--- src/rtl/cam_pixel_capture.sv ---
// OV7670 parallel-bus capture: oversamples pclk/vsync/href/data on clk_100MHz, pairs RGB565
// bytes into RGB444 pixels and emits one-cycle frame-buffer writes at y*H_ACTIVE+x.
// Optional build macro CAM_CAPTURE_DECIMATE_EN stores only even pixels of even lines
// at (y>>1)*(H_ACTIVE/2)+(x>>1).
module cam_pixel_capture #(
  parameter int unsigned H_ACTIVE = 640,
  parameter int unsigned V_ACTIVE = 480,
  parameter int unsigned ADDR_W   = 19
) (
  input  logic              clk_100MHz,
  input  logic              rst_n,
  input  logic              init_done,
  input  logic              cam_pclk,
  input  logic              cam_vsync,
  input  logic              cam_href,
  input  logic [7:0]        cam_data,
  output logic              pix_we,
  output logic [ADDR_W-1:0] pix_addr,
  output logic [11:0]       pix_data,
  output logic              frame_done,
  output logic              line_ovf,
  output logic              busy
);

  localparam int unsigned XW = $clog2(H_ACTIVE + 1);
  localparam int unsigned YW = $clog2(V_ACTIVE + 1);
  localparam logic [XW-1:0] XMax = XW'(H_ACTIVE);
  localparam logic [YW-1:0] YMax = YW'(V_ACTIVE);
`ifdef CAM_CAPTURE_DECIMATE_EN
  localparam logic [ADDR_W-1:0] RowStep = ADDR_W'(H_ACTIVE / 2);
`else
  localparam logic [ADDR_W-1:0] RowStep = ADDR_W'(H_ACTIVE);
`endif

  typedef enum logic [1:0] {
    StWaitInit,
    StWaitFrame,
    StByte0,
    StByte1
  } state_e;

  // Synchroniser stages for the asynchronous camera bus
  logic       pclk_s1_q, pclk_s2_q, pclk_s3_q;
  logic       vsync_s1_q, vsync_s2_q, vsync_s3_q;
  logic       href_s1_q, href_s2_q, href_s3_q;
  logic [7:0] data_s1_q, data_s2_q;

  state_e            state_q, state_d;
  logic [XW-1:0]     x_q, x_d;
  logic [YW-1:0]     y_q, y_d;
  logic [ADDR_W-1:0] row_base_q, row_base_d;
  logic [6:0]        hi_q, hi_d;
  logic              pix_we_q, pix_we_d;
  logic [ADDR_W-1:0] pix_addr_q, pix_addr_d;
  logic [11:0]       pix_data_q, pix_data_d;
  logic              frame_done_q, frame_done_d;
  logic              line_ovf_q, line_ovf_d;

  logic        pclk_rise, vsync_rise, vsync_fall, href_fall;
  logic        store_ok;
  logic [11:0] pixel;

  // Two-flop synchronisers plus a third stage on the edge-detected signals
  always_ff @(posedge clk_100MHz or negedge rst_n) begin
    if (!rst_n) begin
      pclk_s1_q  <= 1'b0;
      pclk_s2_q  <= 1'b0;
      pclk_s3_q  <= 1'b0;
      vsync_s1_q <= 1'b0;
      vsync_s2_q <= 1'b0;
      vsync_s3_q <= 1'b0;
      href_s1_q  <= 1'b0;
      href_s2_q  <= 1'b0;
      href_s3_q  <= 1'b0;
      data_s1_q  <= 8'h00;
      data_s2_q  <= 8'h00;
    end else begin
      pclk_s1_q  <= cam_pclk;
      pclk_s2_q  <= pclk_s1_q;
      pclk_s3_q  <= pclk_s2_q;
      vsync_s1_q <= cam_vsync;
      vsync_s2_q <= vsync_s1_q;
      vsync_s3_q <= vsync_s2_q;
      href_s1_q  <= cam_href;
      href_s2_q  <= href_s1_q;
      href_s3_q  <= href_s2_q;
      data_s1_q  <= cam_data;
      data_s2_q  <= data_s1_q;
    end
  end

  assign pclk_rise  = pclk_s2_q & ~pclk_s3_q;
  assign vsync_rise = vsync_s2_q & ~vsync_s3_q;
  assign vsync_fall = ~vsync_s2_q & vsync_s3_q;
  assign href_fall  = ~href_s2_q & href_s3_q;

  // RGB565 -> RGB444: keep the top bits of each channel
  assign pixel = {hi_q[6:3], hi_q[2:0], data_s2_q[7], data_s2_q[4:1]};

`ifdef CAM_CAPTURE_DECIMATE_EN
  assign store_ok = ~x_q[0] & ~y_q[0];
`else
  assign store_ok = 1'b1;
`endif

  // Capture FSM state and datapath registers
  always_ff @(posedge clk_100MHz or negedge rst_n) begin
    if (!rst_n) begin
      state_q      <= StWaitInit;
      x_q          <= '0;
      y_q          <= '0;
      row_base_q   <= '0;
      hi_q         <= '0;
      pix_we_q     <= 1'b0;
      pix_addr_q   <= '0;
      pix_data_q   <= '0;
      frame_done_q <= 1'b0;
      line_ovf_q   <= 1'b0;
    end else begin
      state_q      <= state_d;
      x_q          <= x_d;
      y_q          <= y_d;
      row_base_q   <= row_base_d;
      hi_q         <= hi_d;
      pix_we_q     <= pix_we_d;
      pix_addr_q   <= pix_addr_d;
      pix_data_q   <= pix_data_d;
      frame_done_q <= frame_done_d;
      line_ovf_q   <= line_ovf_d;
    end
  end

  // Next-state: vsync_rise beats href_fall beats pclk_rise while capturing
  always_comb begin
    state_d      = state_q;
    x_d          = x_q;
    y_d          = y_q;
    row_base_d   = row_base_q;
    hi_d         = hi_q;
    pix_we_d     = 1'b0;
    pix_addr_d   = pix_addr_q;
    pix_data_d   = pix_data_q;
    frame_done_d = 1'b0;
    line_ovf_d   = line_ovf_q;

    if (!init_done) begin
      state_d    = StWaitInit;
      x_d        = '0;
      y_d        = '0;
      row_base_d = '0;
    end else begin
      unique case (state_q)
        StWaitInit: state_d = StWaitFrame;
        StWaitFrame: begin
          if (vsync_fall) begin
            state_d    = StByte0;
            x_d        = '0;
            y_d        = '0;
            row_base_d = '0;
          end
        end
        StByte0, StByte1: begin
          if (vsync_rise) begin
            frame_done_d = 1'b1;
            state_d      = StWaitFrame;
          end else if (href_fall) begin
            // Line end; an odd trailing byte is simply dropped
            state_d = StByte0;
            if (x_q != '0) begin
              x_d = '0;
              if (y_q < YMax) begin
                y_d = y_q + 1'b1;
`ifdef CAM_CAPTURE_DECIMATE_EN
                if (y_q[0]) row_base_d = row_base_q + RowStep;
`else
                row_base_d = row_base_q + RowStep;
`endif
              end else begin
                line_ovf_d = 1'b1;
              end
            end
          end else if (pclk_rise && href_s2_q) begin
            if (state_q == StByte0) begin
              hi_d    = {data_s2_q[7:4], data_s2_q[2:0]};
              state_d = StByte1;
            end else begin
              state_d = StByte0;
              if ((x_q < XMax) && (y_q < YMax)) begin
                x_d = x_q + 1'b1;
                if (store_ok) begin
                  pix_we_d   = 1'b1;
`ifdef CAM_CAPTURE_DECIMATE_EN
                  pix_addr_d = row_base_q + ADDR_W'(x_q >> 1);
`else
                  pix_addr_d = row_base_q + ADDR_W'(x_q);
`endif
                  pix_data_d = pixel;
                end
              end else begin
                line_ovf_d = 1'b1;
              end
            end
          end
        end
        default: state_d = StWaitInit;
      endcase
    end
  end

  assign pix_we     = pix_we_q;
  assign pix_addr   = pix_addr_q;
  assign pix_data   = pix_data_q;
  assign frame_done = frame_done_q;
  assign line_ovf   = line_ovf_q;
  assign busy       = (state_q == StByte0) || (state_q == StByte1);

endmodule

--- config.mk ---
export PLATFORM = sky130hd
export DESIGN_NAME = cam_pixel_capture
export DESIGN_NICKNAME = d
export VERILOG_FILES = /design/src/rtl/cam_pixel_capture.sv
export SDC_FILE = /design/constraint.sdc
export NUM_CORES = 1
export LEC_CHECK = 0
export CAP_MARGIN = 15
export CORE_MARGIN = 5
export CORE_UTILIZATION = 60
export CTS_CLUSTER_SIZE = 14
export DETAILED_ROUTE_END_ITERATION = 7
export MAX_ROUTING_LAYER = met4
export PLACE_DENSITY = 0.85
export SKIP_CTS_REPAIR_TIMING = 1
export SYNTH_ARGS = -nofsm -noshare
export SYNTH_HDL_FRONTEND = slang
export SYNTH_SLANG_ARGS = --single-unit
export TNS_END_PERCENT = 50
--- constraint.sdc ---
create_clock -name clk_100MHz -period 4.6 [get_ports clk_100MHz]
set_input_delay 0.69 -clock clk_100MHz [delete_from_list [all_inputs] [get_ports clk_100MHz]]
set_output_delay 0.69 -clock clk_100MHz [all_outputs]
set_load 0.03 [all_outputs]
After elaboration in Yosys (flattened, before gate mapping). Cells that the tools add are included.

Eq/ne operators: 18. Order comparisons: 2. Bitwise gates (word level): 11. Reductions and logical operators: 13. Multiplexer cells: 46. Add/sub/neg operators: 4.

Operators by type and width (number): 19-bit 2-to-1 mux (6); 10-bit 2-to-1 mux (8); 9-bit 2-to-1 mux (6); 19-bit one-hot mux with 2 select lines (1); 10-bit one-hot mux with 2 select lines (1); 19-bit by 10-bit adder with 19-bit output (1); 19-bit by 10-bit adder with 19-bit output (second input constant) (1); 9-bit one-hot mux with 2 select lines (1); 1-bit 2-to-1 mux (17); 4-bit inequality test (second input constant) (4); 3-bit inequality test (second input constant) (5); 7-bit AND reduction (2); 6-bit AND reduction (2); 10-bit by 1-bit adder with 10-bit output (second input constant) (1); 10-bit < comparator (second input constant) (1); 2-bit 2-to-1 mux (5); 10-bit nonzero test (1); 9-bit by 1-bit adder with 9-bit output (second input constant) (1); 9-bit < comparator (second input constant) (1); 8-bit AND reduction (1); 1-bit NOT (7); 2-bit inequality test (second input constant) (3); 2-bit one-hot mux with 3 select lines (1); 5-bit inequality test (second input constant) (1); other kinds (11) (16).

Logic and storage cells: 115. Register bits after elaboration: 106. Output and inout port bits: 35. Input bits: 14.

Logic depth before layout (Yosys ltp). Gate-level depths: netlist of the first run.

Depth in word-level cells: 9. Mapped depth: 8. Depth with buffers taken out: 7.

Worst setup path before layout of the first run. Ideal clock, no wire load.

Path kind: reg-to-reg. From: register y_q[5]. To: register pix_addr_q[10], in the netlist pix_addr[10]. Path buffers: 2. Stages on the path, launching flop included: 7. Library setup time: 125 ps. Data required time: 4475 ps. Clock period less this slack: 2031 ps. Slack: 2569 ps. Data arrival time: 1907 ps. Cells stage by stage: dfrtp_1 > buf_6 > and4_4 > or2_1 > nor4_4 > buf_6 > mux2_2.

Cells in the longest elaborated chain, start to end: 3.

RTL lines: start, declared (RTL line 50) `logic [YW-1:0] y_q, y_d;`; start signal, assigned (RTL line 122) `y_q <= y_d;`; 9-bit < comparator (RTL line 188) `if ((x_q < XMax) && (y_q < YMax)) begin`; 1-bit logical AND (RTL line 188); 7-bit AND reduction (no line); end signal, assigned (RTL line 126) `pix_addr_q <= pix_addr_d;`; end, declared (RTL line 54) `logic [ADDR_W-1:0] pix_addr_q, pix_addr_d;`.

No other way between the ends. A chain may end at the register's enable or synchronous reset.

Worst setup path in the final report of the first run.
From: input port init_done. To: register row_base_q[9].

Cells in the longest elaborated chain, start to end: 2. Elaborated cells on any way between the ends: 8. Classes of those cells: 6 x eq/ne; 1 x mux; 1 x reduce/logical.

RTL lines: start, declared (RTL line 12) `input logic init_done,`; 3-bit inequality test (no line) or 3-bit by 1-bit inequality test with 1-bit output (tied branches); 6-bit AND reduction (no line); end signal, assigned (RTL line 123) `row_base_q <= row_base_d;`; end, declared (RTL line 51) `logic [ADDR_W-1:0] row_base_q, row_base_d;`.

Parallel ways exist; a longest one is shown, timed or not.

==> impl_metrics.csv, run 1 <==
group,metric,value,unit
detailed_routing,drtIter0Drc,328,
finish,drive_gt1_share,13.46,%
setup_path,crit_end,"row_base_q[9]$_DFFE_PN0P_",
floorplanning,start_util,62.00,%
detailed_routing,vias,3017,
logic_synthesis,netlist_top_cells_area,"dfrtp_1 (58%), mux2_2 (8.0%), o21ai_0 (3.1%)",
finish,multi_input_area,1625,sq um
timing,rsz0062_at_grt,"false",
floorplanning,core-area,6832,sq um
timing,worst_slack,1.721,ns
timing,setup_viol,0,
logic_synthesis,synthesis.area,4235,sq um
setup_path,crit_type,"input pin to flop",
floorplanning,floorplan.die.width,94.02,um
detailed_routing,first_pass_iters,5,
floorplanning,rows,30,
place,gp_congestion,0.9073,
logic_synthesis,syn_avg_cell_area,11.57,sq um
finish,layout.nets,432,
clocking,cts_sinks,99,
setup_path,rr_startpoint,"state_q[1]$_DFFE_PN0P_",
setup_path,cp-end-kind,"flop",
timing,maxSlewViolCount,0,
clocking,numCtsBuffers,9,
clocking,clk_latency,0.36,ns
logic_synthesis,synthCells,366,
logic_synthesis,synth.distinct_cells,51,
setup_path,critPathMaxFanout,13,
place,placed_cells,496,
logic_synthesis,synth_top_area_share,58.49,%
logic_synthesis,syn-num-nets,387,
clocking,cts.path.max_buffers,2,
clocking,htree_levels,3,
setup_path,rr_endpoint,"row_base_q[9]$_DFFE_PN0P_",
place,place.port_buffers,48,
place,dp_hpwl,5.704,mm
detailed_routing,postRouteAntennaNets,0,
timing,clock_skew,0.01034,ns
detailed_routing,wl_per_cell,16.05,um
floorplanning,dieArea,8839,sq um
setup_path,required,4.88,ns
grt,grt_overflow_total,0,
clocking,root_buffer,"clkbuf_8",
timing,final.setup.tns,0,ns
power,power_density,321.4,nW/um^2
timing,max-slew-margin-rel,50.06,%
grt,grt_pass1_wl,14.50,mm
detailed_routing,via_per_inst,5.893,
timing,hold_viol_final,0,
logic_synthesis,yosys_warnings,0,
power,peakVddDrop,0.2617,mV
grt,grt_pass1_vias,3078,
timing,fmax,347.4,MHz
logic_synthesis,ys_async_sr_fraction,100.0,%
setup_path,r2r_setup_slack,2.14,ns
grt,antenna_found_initial,0,
setup_path,r2r_cells,5,
finish,area_growth,16.51,%
detailed_routing,finalWirelength,8.217,mm
timing,period_minus_slack,2.879,ns
clocking,clk_pin_slew,0.09,ns
flow_run,max_cap_viol_count,0,
clocking,cts_tree,"done",
finish,fillCellCount,523,
setup_path,crit_arrival,3.16,ns
timing,finalCritPeriodShare,62.58,%
setup_path,startpoint_type,"input pin",
timing,worstMarginPinSlew,0.7491,ns
finish,stdcell_count,512,
outcome,status,"finished clean",
logic_synthesis,synth.largest_area_cell,"dfrtp_1",
logic_synthesis,seq_area_frac_synth,58.49,%
finish,layout.area.seq,2477,sq um
logic_synthesis,synth_seq_cells,99,
finish,fin_util,72.23,%
logic_synthesis,ys_dominant_reg_cell,"dfrtp_1",
detailed_routing,route.detailed.drc,0,
grt,grt.total_usage,21.28,%
floorplanning,io_pins,49,
finish,n_antenna_cell,0,
setup_path,cp-startpoint,"init_done",
hold_path,hold_path.class,"flop to flop",
logic_synthesis,synth_edf_count,0,
floorplanning,die_y,94.02,um
power,leakage,2.173,nW
grt,grt_start_max_net_pins,62,
place,dp_slack,1.437,ns
[cells by family after synthesis]
kind of cell    Yosys count  share of synthesized area (%)
simple gates            105                          12.79
flops                    99                          58.49
compound gates           91                          13.47
mux                      30                          7.976
buf+inv                  24                          3.132
xor+xnor                 10                          2.068
fa+ha+maj                 7                          2.068
[power breakdown]
part           total (mW)  internal, mW  switching [mW]
registers           0.923         0.903          0.0193
clock network       0.508         0.204           0.305
logic               0.155        0.0624          0.0925
[metrics by stage]
stage	instance area, sq um	power [mW]	hold WS (ns)
after floorplan	4235	1.018	0.3312
after global placement	4750	1.091	0.3313
after detailed placement	4750	1.097	0.3356
after CTS	4935	1.604	0.3581
after global routing	4935	1.662	0.3678
final	4935	1.586	0.3555
[worst min path at each step]
| stage | from | end | cells past startpoint |
|---|---|---|---|
| after global routing | data_s1_q[6]$_DFF_PN0_ | data_s2_q[6]$_DFF_PN0_ | 0 |
| after global placement | href_s1_q$_DFF_PN0_ | href_s2_q$_DFF_PN0_ | 0 |
| after CTS | pclk_s1_q$_DFF_PN0_ | pclk_s2_q$_DFF_PN0_ | 0 |
| after detailed placement | pclk_s1_q$_DFF_PN0_ | pclk_s2_q$_DFF_PN0_ | 0 |
| after floorplan | data_s1_q[0]$_DFF_PN0_ | data_s2_q[0]$_DFF_PN0_ | 0 |
| final | pclk_s1_q$_DFF_PN0_ | pclk_s2_q$_DFF_PN0_ | 0 |
[synthesized netlist by cell type, drive strengths merged (5+ instances only)]
cell type and instances:
dfrtp 99, mux2 30, nor2 29, o21ai 29
a21oi 25, nand2 25, nand3 14, buf 9
a31oi 8, clkbuf 8, ha 7, inv 7
o32ai 7, nand4 6, xnor2 5, xor2 5
[sequential cells by signal (all words and copies together), names as in the netlist, 2 cells and up]
name and cells:
pix_addr 19, row_base_q 12, data_s1_q 8, pix_data 12, x_q 10, hi_q 7, state_q 2, y_q 9
data_s2_q 8
[routing by layer]
metal / GRT usage, % / up-vias / wire length (um)
met2: 34.59 / 90 / 4152
li1: - / 1414 / -
met1: 26.97 / 1501 / 3537
met3: 3.766 / 12 / 396
met5: - / - / 0
met4: 7.702 / 0 / 129
[final cells by class]
type / count / area share (%)
flip-flops and latches: 99 / 50.20
inverters: 7 / 0.5325
well taps: 96 / 2.434
repair buffers: 51 / 10.14
clock inverters: 7 / 1.242
multi-input cells: 243 / 32.94
clock buffers: 9 / 2.510
[placed cells by master, fill, tap and decap left out, types with 3 or more instances in the layout]
master           Yosys  layout
clkbuf_8             0       9
o21ai_0             26      26
nand2_1             25      25
a211oi_1             3       3
nand3_1             14      14
nand2b_1             4       4
a21oi_1             25      25
a31oi_1              7       7
o32ai_1              6       6
nor2_1              29      29
mux2_2              30      30
nand4_1              6       6
and3_1               4       4
buf_4                1       4
inv_1                7       7
xor2_1               5       5
o31ai_1              3       3
clkdlybuf4s50_1      0      47
ha_1                 7       7
nor2b_1              4       4
o21ai_1              3       3
clkinvlp_4           0       3
dfrtp_1             99      99
xnor2_1              5       5
nor3_1               4       4
[worst max-delay path: stages]
cell	delay, ns
clkdlybuf4s50_1	0.77
nand2_1	0.34
nor2b_1	0.45
nand3_1	0.42
or3_1	0.42
o21ai_0	0.08
(Power assumes the default switching activity.)
==> run 2: changes to the inputs <==
CORE_UTILIZATION = 56   (was 60)
PLACE_DENSITY = 0.8   (was 0.85)
clock period = 2.7 ns   (was 4.6 ns; I/O delays follow)
==> run 2 against run 1 <==
Against the previous run: clock power increased by 91%; die area increased by 6.4%; core utilization decreased by 3.5 points; clock skew increased by 0.0035 ns; combinational power increased by 76%; register-to-register slack got worse by 1.7 ns.
==> impl_metrics.csv, run 2 (same netlist as run 1, synthesis figures left out) <==
group,metric,value,unit
outcome,status,"finished clean",
timing,rsz0062_at_grt,"false",
detailed_routing,wl_per_cell,15.61,um
finish,largest_reg_flops,19,
place,gp_congestion,0.8453,
setup_path,rr_startpoint,"x_q[0]$_DFFE_PN0P_",
clocking,cts.path.max_buffers,2,
floorplanning,core-area,7292,sq um
finish,mostFrequentLayoutCells,"dfrtp_1 (99), clkdlybuf4s50_1 (47), mux2_2 (30)",
setup_path,crit_type,"flop to flop",
finish,layout.nets,436,
timing,clock_skew,0.01388,ns
grt,grt_pass1_vias,3095,
timing,fmax,444.1,MHz
setup_path,startpoint_type,"flop",
power,leakage,2.221,nW
clocking,cts_tree,"done",
grt,grt_pass1_wl,14.12,mm
timing,maxSlewViolCount,0,
finish,fillCellCount,575,
hold_path,hold_path.class,"input pin to async pin",
grt,antenna_found_initial,0,
place,place.port_buffers,48,
setup_path,r2r_cells,6,
power,power_density,560.8,nW/um^2
finish,area_growth,18.38,%
grt,grt_overflow_total,0,
setup_path,rr_endpoint,"y_q[5]$_DFFE_PN0P_",
setup_path,critPathMaxFanout,11,
floorplanning,dieArea,9402,sq um
clocking,htree_levels,3,
floorplanning,start_util,58.08,%
setup_path,crit_arrival,2.50,ns
timing,worstMarginPinSlew,0.6120,ns
setup_path,required,2.95,ns
detailed_routing,vias,3005,
floorplanning,die_y,96.97,um
finish,final_common_cell,"dfrtp_1",
detailed_routing,postRouteAntennaNets,0,
timing,period_minus_slack,2.252,ns
power,peakVddDrop,0.3441,mV
timing,final.setup.tns,0,ns
detailed_routing,drtIter0Drc,179,
setup_path,r2r_setup_slack,0.45,ns
timing,setup_viol,0,
clocking,clk_latency,0.36,ns
place,dp_hpwl,5.618,mm
finish,stdcell_count,519,
timing,hold_viol_final,0,
grt,grt.total_usage,18.51,%
timing,finalCritPeriodShare,83.40,%
detailed_routing,finalWirelength,8.099,mm
setup_path,cp-startpoint,"x_q[0]$_DFFE_PN0P_",
detailed_routing,via_per_inst,5.790,
floorplanning,io_pins,49,
clocking,root_buffer,"clkbuf_8",
clocking,cts_sinks,99,
flow_run,max_cap_viol_count,0,
detailed_routing,route.detailed.drc,0,
clocking,clk_pin_slew,0.10,ns
clocking,numCtsBuffers,9,
place,placed_cells,503,
timing,max-slew-margin-rel,59.20,%
detailed_routing,first_pass_iters,5,
grt,grt_start_max_net_pins,54,
setup_path,cp-end-kind,"flop",
floorplanning,rows,31,
finish,n_antenna_cell,0,
finish,drive_gt1_share,14.29,%
floorplanning,floorplan.die.width,96.97,um
==> run 2: metrics by stage <==
stage               area, sq um  power, mW  utilization (%)  hold slack [ns]  setup slack (ns)
global placement           4808      1.866            65.94           0.3315            0.5245
finish                     5014      2.812            68.75          0.04514            0.4483
detailed placement         4808      1.875            65.94           0.3347            0.4955
CTS                        5014      2.843            68.75          0.05093            0.4736
global route               5014      2.924            68.75          0.08569            0.2510
floorplan                  4235      1.735                -           0.1094            0.6686
==> run 2: power by group <==
part           total, mW  switching (mW)  internal, mW
clock network      0.969           0.524         0.445
registers           1.57          0.0304          1.54
logic              0.273           0.161         0.112
total               2.81           0.716          2.10
==> run 2: layout make-up <==
type | count | area [sq um] | share of cell area (%)
inverter | 7 | 26.28 | 0.5241
clock inverter | 7 | 81.33 | 1.622
tap | 99 | 123.9 | 2.471
clock buffer | 9 | 123.9 | 2.471
multi-input combinational | 243 | 1625 | 32.42
timing repair buffer | 55 | 555.5 | 11.08
sequential | 99 | 2477 | 49.41
==> run 2: worst max-delay path by stage <==
stage                                           end  slack (ns)  cells after the start
final                            y_q[5]$_DFFE_PN0P_        0.45                      6
after global routing      row_base_q[9]$_DFFE_PN0P_        0.25                      7
after CTS                 row_base_q[9]$_DFFE_PN0P_        0.47                      7
after detailed placement        hi_q[6]$_DFFE_PN0P_        0.50                      4
after global placement          hi_q[5]$_DFFE_PN0P_        0.52                      4
after floorplan            pix_addr[10]$_DFFE_PN0P_        0.67                      6
==> run 2: worst max-delay path: stages, from the launching register on <==
cell and delay, ns:
dfrtp_1 0.42, inv_1 0.07, ha_1 0.19, nor4b_2 0.17
a31oi_2 0.42, nand3_1 0.42, o41ai_1 0.46
==> run 2: routing by layer <==
metal	share of wire [%]	up-vias	GRT usage (%)
met2	49	119	29.25
met5	0	-	-
met3	6.3	19	3.885
met1	42	1452	22.75
met4	2.4	0	8.963
li1	-	1415	-
==> run 3: changes to the inputs <==
clock period = 2.3 ns   (was 2.7 ns; I/O delays follow)
==> run 3 against run 2 <==
Against the previous run: the flow now finishes with violations (negative hold slack); largest power group unchanged; wire length up 3.1%; global-route usage up 0.62 points; non-clock buffer count up 7; cell count up 1.3%.
==> impl_metrics.csv, run 3 (same netlist as run 1, synthesis figures left out) <==
group,metric,value,unit
setup_path,crit_type,"flop to flop",
hold_path,hold_path.class,"input pin to async pin",
setup_path,crit_arrival,2.34,ns
place,gp_congestion,0.8798,
flow_run,max_cap_viol_count,0,
timing,finalCritPeriodShare,90.53,%
setup_path,cp-end-kind,"flop",
setup_path,cp_slowest_cell,"dfrtp_1",
detailed_routing,route.detailed.drc,0,
detailed_routing,first_pass_iters,4,
power,leakage,2.241,nW
floorplanning,floorplan.die.width,96.97,um
clocking,numCtsBuffers,9,
grt,grt_pass1_vias,3179,
clocking,cts_sinks,99,
timing,worst_slack,0.2177,ns
finish,largest_reg_flops,19,
finish,final_common_cell,"dfrtp_1",
setup_path,worstPathCellList,"inv_1, ha_1, nor4b_2, a31oi_4, nand3_1, buf_4, o32ai_1",
timing,worstMarginPinSlew,0.6072,ns
place,dp_hpwl,5.765,mm
timing,period_minus_slack,2.082,ns
setup_path,required,2.56,ns
clocking,clk_pin_slew,0.10,ns
timing,final.setup.tns,0,ns
timing,setup_viol,0,
power,peakVddDrop,0.4491,mV
outcome,violations,"negative hold slack",
clocking,clk_latency,0.37,ns
timing,maxSlewViolCount,0,
timing,rsz0062_at_grt,"false",
timing,clock_skew,0.01205,ns
detailed_routing,wl_per_cell,15.88,um
grt,grt_start_max_net_pins,54,
grt,grt.total_usage,19.13,%
clocking,htree_levels,3,
outcome,status,"finished with violations",
detailed_routing,drtIter0Drc,276,
setup_path,cp_top_family,"compound AO/OA/AOI/OAI gates",
floorplanning,die_y,96.97,um
setup_path,path_buf_inv,2,
place,dp_slack,0.1521,ns
finish,drive_gt1_share,15.69,%
finish,final_area,5065,sq um
floorplanning,start_util,58.08,%
floorplanning,core-area,7292,sq um
timing,max-slew-margin-rel,59.52,%
setup_path,critPathMaxFanout,8,
setup_path,startpoint_type,"flop",
clocking,root_buffer,"clkbuf_8",
timing,hold_viol_final,44,
grt,antenna_found_initial,0,
place,placed_cells,510,
finish,mostFrequentLayoutCells,"dfrtp_1 (99), clkdlybuf4s50_1 (47), mux2_2 (30)",
finish,layout.nets,443,
place,place.port_buffers,48,
finish,stdcell_count,526,
floorplanning,io_pins,49,
floorplanning,dieArea,9402,sq um
finish,fin_util,69.46,%
place,place_area,4861,sq um
clocking,cts_tree,"done",
power,power_density,643.3,nW/um^2
floorplanning,rows,31,
detailed_routing,vias,3048,
timing,fmax,480.2,MHz
detailed_routing,via_per_inst,5.795,
timing,holdWs,-0.02956,ns
grt,grt_pass1_wl,14.48,mm
setup_path,slowest_delay,0.42,ns
detailed_routing,finalWirelength,8.353,mm
finish,fillCellCount,550,
finish,n_antenna_cell,0,
power,p_total,3.258,mW
grt,grt_overflow_total,0,
clocking,cts.path.max_buffers,2,
detailed_routing,postRouteAntennaNets,0,
finish,area_growth,19.59,%
[run 3: cell types whose count changed in the layout (fill, tap and decap cells not counted), sizes merged]
cell and delta:
bufinv -1, clkinv -1, buf +7, clkinvlp +2
[run 3: per-layer routing]
layer | GRT usage (%) | up-vias | wire (um)
met5 | - | - | 0
met1 | 23.58 | 1511 | 3659
met2 | 29.99 | 83 | 4099
met4 | 7.559 | 0 | 121
met3 | 5.396 | 11 | 473
li1 | - | 1443 | -
[run 3: area by class of cell]
| cell class | instances | area (sq um) | share of cell area [%] |
|---|---|---|---|
| flip-flops and latches | 99 | 2477 | 48.91 |
| clock inverters | 7 | 71.32 | 1.408 |
| multi-input cells | 243 | 1634 | 32.26 |
| clock buffers | 9 | 123.9 | 2.446 |
| inverters | 7 | 26.28 | 0.5188 |
| repair buffers | 62 | 608.1 | 12.01 |
| well taps | 99 | 123.9 | 2.446 |
[run 3: worst register-to-register path, cell delays in order (launching register included)]
cell and delay [ns]:
dfrtp_1 0.42, inv_1 0.06, ha_1 0.19, nor4b_2 0.18
a31oi_4 0.29, nand3_1 0.28, buf_4 0.25, o32ai_1 0.31
[run 3: worst paths after layout]
check / to / slack [ns] / startpoint / cells past startpoint
max: row_base_q[12]$_DFFE_PN0P_ / 0.22 / x_q[0]$_DFFE_PN0P_ / 7
min: pix_addr[16]$_DFFE_PN0P_ / -0.03 / rst_n / 1
max reg2reg: row_base_q[12]$_DFFE_PN0P_ / 0.22 / x_q[0]$_DFFE_PN0P_ / 7
min reg2reg: pclk_s2_q$_DFF_PN0_ / 0.36 / pclk_s1_q$_DFF_PN0_ / 0
max in group asynchronous: hi_q[4]$_DFFE_PN0P_ / 1.70 / rst_n / 2
min in group clk_100MHz: pclk_s2_q$_DFF_PN0_ / 0.36 / pclk_s1_q$_DFF_PN0_ / 0
[run 3: power by group]
part	switching (mW)	internal [mW]	total, mW	leakage, nW
Sequential	0.0352	1.81	1.84	1.32
Clock	0.661	0.425	1.09	0.0931
Combinational	0.193	0.137	0.330	0.831
Total	0.890	2.37	3.26	2.24
